<file path="src/rtl/quant_pkg.sv">
// Shared types for the requant output path: byte type and the packed word
// carried from the packer through its output FIFO.
package quant_pkg;

    localparam int BYTE_W   = 8;
    localparam int PK_LANES = 4;

    typedef logic [BYTE_W-1:0] byte_t;

    // Word width follows PK_LANES; requant_pack's LANES must match it.
    typedef struct packed {
        byte_t [PK_LANES-1:0] data;
        logic  [PK_LANES-1:0] strb;
        logic                 last;
    } pack_word_t;

endpackage

</file>
<file path="src/rtl/pack_fifo.sv">
// First-word-fall-through FIFO of packed words; head entry is visible on
// rdata whenever empty=0.
module pack_fifo
    import quant_pkg::*;
#(
    parameter int DEPTH = 4
) (
    input  logic                     clk,
    input  logic                     rst,
    input  logic                     push,
    input  pack_word_t               wdata,
    input  logic                     pop,
    output pack_word_t               rdata,
    output logic [$clog2(DEPTH):0]   count,
    output logic                     full,
    output logic                     empty
);

    localparam int AW = $clog2(DEPTH);
    localparam logic [AW:0] DEPTH_C = (AW+1)'(DEPTH);

    pack_word_t    mem [DEPTH];
    logic [AW-1:0] wr_ptr, rd_ptr;
    logic          do_push, do_pop;

    assign full    = (count == DEPTH_C);
    assign empty   = (count == '0);
    assign do_push = push && !full;
    assign do_pop  = pop && !empty;
    assign rdata   = mem[rd_ptr];

    always_ff @(posedge clk) begin
        if (do_push)
            mem[wr_ptr] <= wdata;
    end

    // Power-of-two depth lets the pointers wrap naturally.
    always_ff @(posedge clk) begin
        if (!rst) begin
            wr_ptr <= '0;
            rd_ptr <= '0;
            count  <= '0;
        end else begin
            if (do_push) wr_ptr <= wr_ptr + 1'b1;
            if (do_pop)  rd_ptr <= rd_ptr + 1'b1;
            case ({do_push, do_pop})
                2'b10:   count <= count + 1'b1;
                2'b01:   count <= count - 1'b1;
                default: count <= count;
            endcase
        end
    end

endmodule

</file>
<file path="src/rtl/requant_pack.sv">
// Packs requantized bytes into little-endian words with lane strobes, queues
// them for the memory writer, and flags bytes lost to back-pressure.
module requant_pack
    import quant_pkg::*;
#(
    parameter int LANES = PK_LANES,
    parameter int DEPTH = 4
) (
    input  logic               clk,
    input  logic               rst,
    input  logic               in_valid,
    input  logic [7:0]         in_data,
    input  logic               in_last,
    output logic               in_ready,
    output logic               out_valid,
    output logic [8*LANES-1:0] out_data,
    output logic [LANES-1:0]   out_strb,
    output logic               out_last,
    input  logic               out_ready,
    input  logic               err_clr,
    output logic               drop_err
);

    localparam int LW = (LANES > 1) ? $clog2(LANES) : 1;
    localparam int CW = $clog2(DEPTH) + 1;
    localparam logic [LW-1:0] LAST_LANE = LW'(LANES - 1);
    localparam logic [CW-1:0] DEPTH_C   = CW'(DEPTH);

    logic [LW-1:0]         lane_cnt;
    byte_t [LANES-1:0]     asm_data;
    logic  [LANES-1:0]     asm_strb;
    logic                  accept, word_done, push;
    pack_word_t            push_word, head;
    logic [CW-1:0]         fifo_count;
    logic                  fifo_full, fifo_empty;

    // Ready depends only on registered occupancy, never on out_ready.
    assign in_ready  = rst && (fifo_count < DEPTH_C);
    assign accept    = in_valid && in_ready;
    assign word_done = (lane_cnt == LAST_LANE) || in_last;
    assign push      = accept && word_done && !fifo_full;

    // Word being pushed = assembly register with the incoming byte merged in.
    always_comb begin
        push_word                = '0;
        push_word.data           = asm_data;
        push_word.strb           = asm_strb;
        push_word.data[lane_cnt] = in_data;
        push_word.strb[lane_cnt] = 1'b1;
        push_word.last           = in_last;
    end

    always_ff @(posedge clk) begin
        if (!rst) begin
            lane_cnt <= '0;
            asm_data <= '0;
            asm_strb <= '0;
            drop_err <= 1'b0;
        end else begin
            if (accept) begin
                if (word_done) begin
                    lane_cnt <= '0;
                    asm_data <= '0;
                    asm_strb <= '0;
                end else begin
                    asm_data[lane_cnt] <= in_data;
                    asm_strb[lane_cnt] <= 1'b1;
                    lane_cnt           <= lane_cnt + 1'b1;
                end
            end
            if (in_valid && !in_ready)
                drop_err <= 1'b1;
            else if (err_clr)
                drop_err <= 1'b0;
        end
    end

    pack_fifo #(.DEPTH(DEPTH)) u_fifo (
        .clk   (clk),
        .rst   (rst),
        .push  (push),
        .wdata (push_word),
        .pop   (out_valid && out_ready),
        .rdata (head),
        .count (fifo_count),
        .full  (fifo_full),
        .empty (fifo_empty)
    );

    // Zero the head fields when empty so storage contents never leak out.
    assign out_valid = !fifo_empty;
    assign out_data  = fifo_empty ? '0 : head.data;
    assign out_strb  = fifo_empty ? '0 : head.strb;
    assign out_last  = fifo_empty ? 1'b0 : head.last;

endmodule

</file>
<file path="config.mk">
export PLATFORM = sky130hd
export DESIGN_NAME = requant_pack
export DESIGN_NICKNAME = d
export VERILOG_FILES = /design/src/rtl/quant_pkg.sv /design/src/rtl/pack_fifo.sv /design/src/rtl/requant_pack.sv
export SDC_FILE = /design/constraint.sdc
export NUM_CORES = 1
export LEC_CHECK = 0
export ABC_AREA = 1
export CORE_UTILIZATION = 59
export DETAILED_ROUTE_END_ITERATION = 12
export DONT_BUFFER_PORTS = 1
export PLACE_DENSITY = 0.83
export SLEW_MARGIN = 10
export SYNTH_ARGS = -nofsm -noshare
export SYNTH_HDL_FRONTEND = slang
export SYNTH_SLANG_ARGS = --single-unit
export TNS_END_PERCENT = 50
</file>
<file path="constraint.sdc">
create_clock -name clk -period 9.59 [get_ports clk]
set_clock_uncertainty 0.1 [all_clocks]
set_input_delay 1.918 -clock clk [delete_from_list [all_inputs] [get_ports clk]]
set_output_delay 1.918 -clock clk [all_outputs]
set_load 0.005 [all_outputs]
</file>
Word-level counts from Yosys, hierarchy flattened --
Memory sizes are Yosys's and may differ from the RTL's. A register that Yosys moved wholly into a read port is not among the register bits. Cells that the tools add are included.
Storage, ports and cells: bits in registers 46, bits in latches 0, bits in writable memories 148, ROM bits 0, input port bits 14, word-level logic and storage cells 58, memories kept 1
Memories:
- u_fifo.mem | words 4, width 37, read ports 1, clocked after Yosys merged registers in 1, write ports 1, line pack_fifo.sv:22 | pack_word_t mem [DEPTH];
Cells by class: add/subtract/negate cells 5, multiply operators 0, divide/modulo/power cells 0, order comparisons 3, equal/unequal tests 4, shift operators 0, muxes and demuxes 18, bitwise logic cells 1, reduce and logical (&&, ||, !) cells 16
Operator list (count):
- 2-to-1 mux 32 bit | 2
- bitwise mux 32 bit | 1
- demux 8 bit (select 2 bit) | 1
- logical AND 1 bit | 9
- 2-to-1 mux 4 bit | 2
- 2-to-1 mux 8 bit | 1
- adder 2 x 1 -> 2 bit, second input constant | 3
- 2-to-1 mux 1 bit | 6
- 2-to-1 mux 2 bit | 3
- one-hot mux 3 bit (2 select lines) | 1
- equality test 2 bit, second input constant | 2
- bitwise OR 4 bit | 1
- nonzero test 2 bit | 2
- adder 3 x 1 -> 3 bit, second input constant | 1
- equality test 3 bit, second input constant | 1
- logical NOT 1 bit | 3
- logical NOT 3 bit | 1
- < comparator 2 x 3 -> 1 bit, second input constant | 1
- < comparator 3 bit, second input constant | 1
- subtractor 3 x 1 -> 3 bit, second input constant | 1
- demux 1 bit (select 2 bit) | 1
- equality test 2 x 1 -> 1 bit, second input constant | 1
- greater-or-equal comparator 2 x 1 -> 1 bit, second input constant | 1
- logical OR 1 bit | 1

Depth between registers and ports, before layout --
depth in word-level cells 8, gate-level depth with buffers 14

By module --
From an unflattened synthesis, not the netlist that was laid out.
Unflattened totals: cells, all modules 807, area total of the unflattened synthesis 8282.9 µm²
Modules (own cells, without submodules):
- pack_fifo | times used 1, cells an instance 427, area an instance 5975.7 µm², sequential area each 4624.4 µm²
- requant_pack | times used 1, cells an instance 380, area an instance 2307.2 µm², sequential area each 780.7 µm²

Worst setup path before layout --
OpenSTA, ideal clock, no wires.
path kind input-to-reg, start point in rst, end point mem u_fifo.mem[0][0] (netlist name) (enable), setup time 0.431 ns, arrival 3.966 ns, required time 9.059 ns, slack 5.093 ns, stages 5, path through buf_4 nand3_4 nor2_4 inv_4 nor2_1
Between the ends: cells in the longest elaborated chain, start to end 7
RTL lines:
- start: declaration | line requant_pack.sv:10 | input logic rst,
- logical AND 1 bit | line requant_pack.sv:38 | assign in_ready = rst && (fifo_count < DEPTH_C);
- logical AND 1 bit | line requant_pack.sv:39 | assign accept = in_valid && in_ready;
- logical AND 1 bit (2 in a row) | line requant_pack.sv:41 | assign push = accept && word_done && !fifo_full;
- logical AND 1 bit | line pack_fifo.sv:28 | assign do_push = push && !full;
- 2-to-1 mux 1 bit | line pack_fifo.sv:33 | if (do_push)
- 2-to-1 mux 1 bit (not written as such) | line pack_fifo.sv:34 | mem[wr_ptr] <= wdata;
- end: declaration | line pack_fifo.sv:22
Every way passes these cells.

==> summary by stage <==
Clock tree
The number of gates given a new drive strength after cts is 0. Buffers inserted during clock tree synthesis total 17. The total clock sinks is ~200.

The number of hold buffers added after cts is 0. The TritonCTS clock tree is yes. The tree is rooted in a clkbuf_16.

Clock-pin slew was measured on the worst setup and hold paths at 70 ps. The number of buffers between clock root and the deepest sink is 2. At the later pin of the worst-skew pair, clock insertion delay measures 430 ps. The number of post-CTS setup repair buffers is 0. The H-tree was split into 4 levels.

Setup path
The critical path launch point type is a flip-flop. The critical path class is flip-flop to output pin. Measured in cells, the most critical reg-to-reg path has a length of 5. The largest driver fanout on the critical path is 75. The critical path endpoint category is an output pin.

The startpoint identified for the worst register-to-register timing path is lane_cnt[0]. The endpoint identified for the worst register-to-register timing path is u_fifo.mem[2][10]. The setup check on the worst reg-to-reg path leaves a slack of between 6000 and 7000 ps. The data arrival at the endpoint of the critical path is 2560 ps.

For the worst setup path, the data required time is 7570 ps.

Global route
The global-route total usage across every layer is 0.253. The first-pass GRT wire length is 27.2 mm. The number of global-route vias before repair is 5,446. The pin count of the biggest net entering global routing is 76.

The number of antenna violations at the first check in global routing is 0. Summed over all layers, the global routing overflow is 0.

Layout
The library cell used most frequently in the layout, excluding fill and tap cells, is nor2_1. Excluding fillers, the count of instances in the completed layout stands at between 900 and 1,000. For this run, the share of the core covered by cells in the final layout is 0.654. In the final layout, the share of cells above drive strength 1 is 0.0778. The final layout net count is 782.

Compared with the post-synthesis result, the final layout area differs by 7.57%. In the layout the commonest cells are nor2_1, edfxtp_1, nand2_1. The number of diodes is 0.

Die
The y dimension of the die is 119 um. During I/O placement, the number of pins put on the boundary was 54. The initial utilization of the core area, before any placement, comes to 0.608. The placeable core region is 13,300 um2.

In this run the core area contains 42 standard-cell rows. The die boundary width is 119 um. The floorplan step defined a die boundary enclosing roughly 14,000 um2.

STA
Setup repair after global routing left no endpoint under its margin. For the pin with the worst max-slew slack, the measured transition is ~1200 ps. The number of max-slew violations in the final report came to 0. Setup violations remaining at the end of the flow were counted as 0. Summed over all failing endpoints, the final setup total negative slack is 0 ps. The worst hold-check slack is about 360 ps. The worst path in the final design needs a cycle of 4580 ps, including I/O delays and setup. In this run the tightest slew margin relative to its limit is 0.186. The post-route fraction of the period consumed by the critical path is 0.478.

Static timing analysis puts the maximum clock frequency at 218 MHz. The hold violation total from the final report was 0.

Yosys
Of the synthesized area, sequential elements account for 0.668. The cell area after synthesis is 8090 um2. The post-synthesis sequential element count is 196. The number of warnings issued by yosys is 0. In this run, distinct cell masters in the synthesized netlist total 27. The mean area per synthesized cell is approximately 10 um2. Synthesis produced 779 cells. Counting every net in the synthesized netlist gives roughly 800.

Placement
The wire-length estimate of the detail-placed layout is 9.89 mm. Routability-driven placement finished with a final weighted congestion of 0.737. Once placement completed, the tool counted placed cells totaling around 910. Input and output buffers added on the ports amount to 0.

Min path
The worst hold path depth is 2. The startpoint identified for the worst hold timing path is asm_data[30]. The worst hold path terminates at asm_data[30].

In this run the worst hold path is classified as flip-flop to flip-flop.

Pwr
The worst vdd rail ir drop is 0.209 mV. The static leakage is 3.10 nW. The total power draw is 2.03 mW. The power density over the cells is 234 nW/um2.

Routing
For this block, the initial DRC count from the detailed router was between 500 and 600. The first-pass iteration count of the detailed router is 5. Once detail routing completed, the nets flagged for antenna violations numbered 0. The total wire length is 16.8 mm. The total number of vias is 5,394.

The mean routed wirelength per cell is 17.7 um. After detailed routing, the number of vias per cell comes to 5.70. The total DRC errors in the routed layout is 0.

Job
The max-capacitance violation count is 0.

Run status
The flow ran to the end, and the final reports show no timing, DRC or antenna violations.
-- worst max-delay path, cell delays in order, from the launching register on --
cell and delay (ps):
dfxtp_2 310, buf_4 580, inv_2 630, o21ai_0 400, a21oi_1 140
-- how the worst max path moves through the flow --
stage                     cells past startpoint                 to  slack, ps  startpoint
after CTS                                     4        out_data[6]       4940   flip-flop
after detailed placement                      4  u_fifo.mem[1][21]       5290    in_valid
final                                         4        out_data[6]       5010   flip-flop
after floorplan                               5   u_fifo.mem[0][0]       5090         rst
after global placement                        4  u_fifo.mem[1][23]       5430    in_valid
after global routing                          4        out_data[6]       4710   flip-flop
-- logic make-up (layout without fill, tap and decap cells) --
logic type	Yosys count	after routing	synth area share
AO/OA/AOI/OAI	153	153	0.0947
XOR/XNOR	1	1	0.00108
adder cells (fa/ha/maj)	10	10	0.0164
buffers and inverters	85	77	0.0512
flip-flops	196	196	0.668
AND/OR/NAND/NOR	334	334	0.168
-- Yosys cell counts --
| cell | count | area (um2) |
|---|---|---|
| nor2_1 | 167 | 627 |
| edfxtp_1 | 148 | 4440 |
| nand2_1 | 125 | 469 |
| o21ai_0 | 82 | 410 |
| dfxtp_1 | 48 | 961 |
| a21oi_1 | 41 | 205 |
| inv_1 | 34 | 128 |
| o21ai_1 | 30 | 150 |
| nand3_1 | 27 | 135 |
| buf_2 | 16 | 80.1 |
| clkbuf_1 | 11 | 41.3 |
| nor2_2 | 10 | 62.6 |
| ha_1 | 9 | 113 |
| buf_6 | 7 | 78.8 |
| buf_4 | 5 | 37.5 |
| inv_2 | 4 | 15.0 |
| buf_1 | 3 | 11.3 |
| clkinv_1 | 3 | 11.3 |
| clkbuf_2 | 1 | 5.00 |
| fa_1 | 1 | 20.0 |
| inv_4 | 1 | 6.26 |
| nand2_4 | 1 | 11.3 |
| nand3_4 | 1 | 17.5 |
| nor2_4 | 1 | 11.3 |
| nor2_8 | 1 | 20.0 |
| or2_2 | 1 | 6.26 |
| xor2_1 | 1 | 8.76 |
-- cell type report --
type / instances / area [um2]
fillers: 949 / 4600
clock buffers: 19 / 475
flip-flops and latches: 196 / 5410
well taps: 176 / 220
repair buffers: 3 / 42.5
inverters: 42 / 160
clock inverters: 13 / 96.3
multi-input cells: 498 / 2300
-- through the flow --
stage / worst slack [ps] / cell area [um2]
after floorplan: 5090 / 8090
after global placement: 5430 / 8100
after detailed placement: 5290 / 8100
after CTS: 4940 / 8670
after global routing: 4710 / 8700
final: 5010 / 8700
-- sequential cells by signal, summed over array words and instances (netlist names), named ones only --
name,flops
u_fifo.mem,148
asm_data,32
asm_strb,4
u_fifo.count,3
lane_cnt,2
u_fifo.rd_ptr,2
u_fifo.wr_ptr,2
drop_err,1
-- where the power goes --
group	internal [mW]	switching (mW)
registers	0.947	0.0134
logic	0.0964	0.302
clock network	0.365	0.310
total	1.41	0.625
-- metal layers --
| metal | part of all wire | vias to the layer above | GRT usage |
|---|---|---|---|
| met4 | 0.018 | 0 | 0.0949 |
| met2 | 0.52 | 193 | 0.431 |
| met3 | 0.068 | 24 | 0.0704 |
| li1 | - | 2577 | - |
| met5 | 0 | - | 0 |
| met1 | 0.40 | 2600 | 0.306 |
No activity file was read; power rests on OpenSTA's default activity.
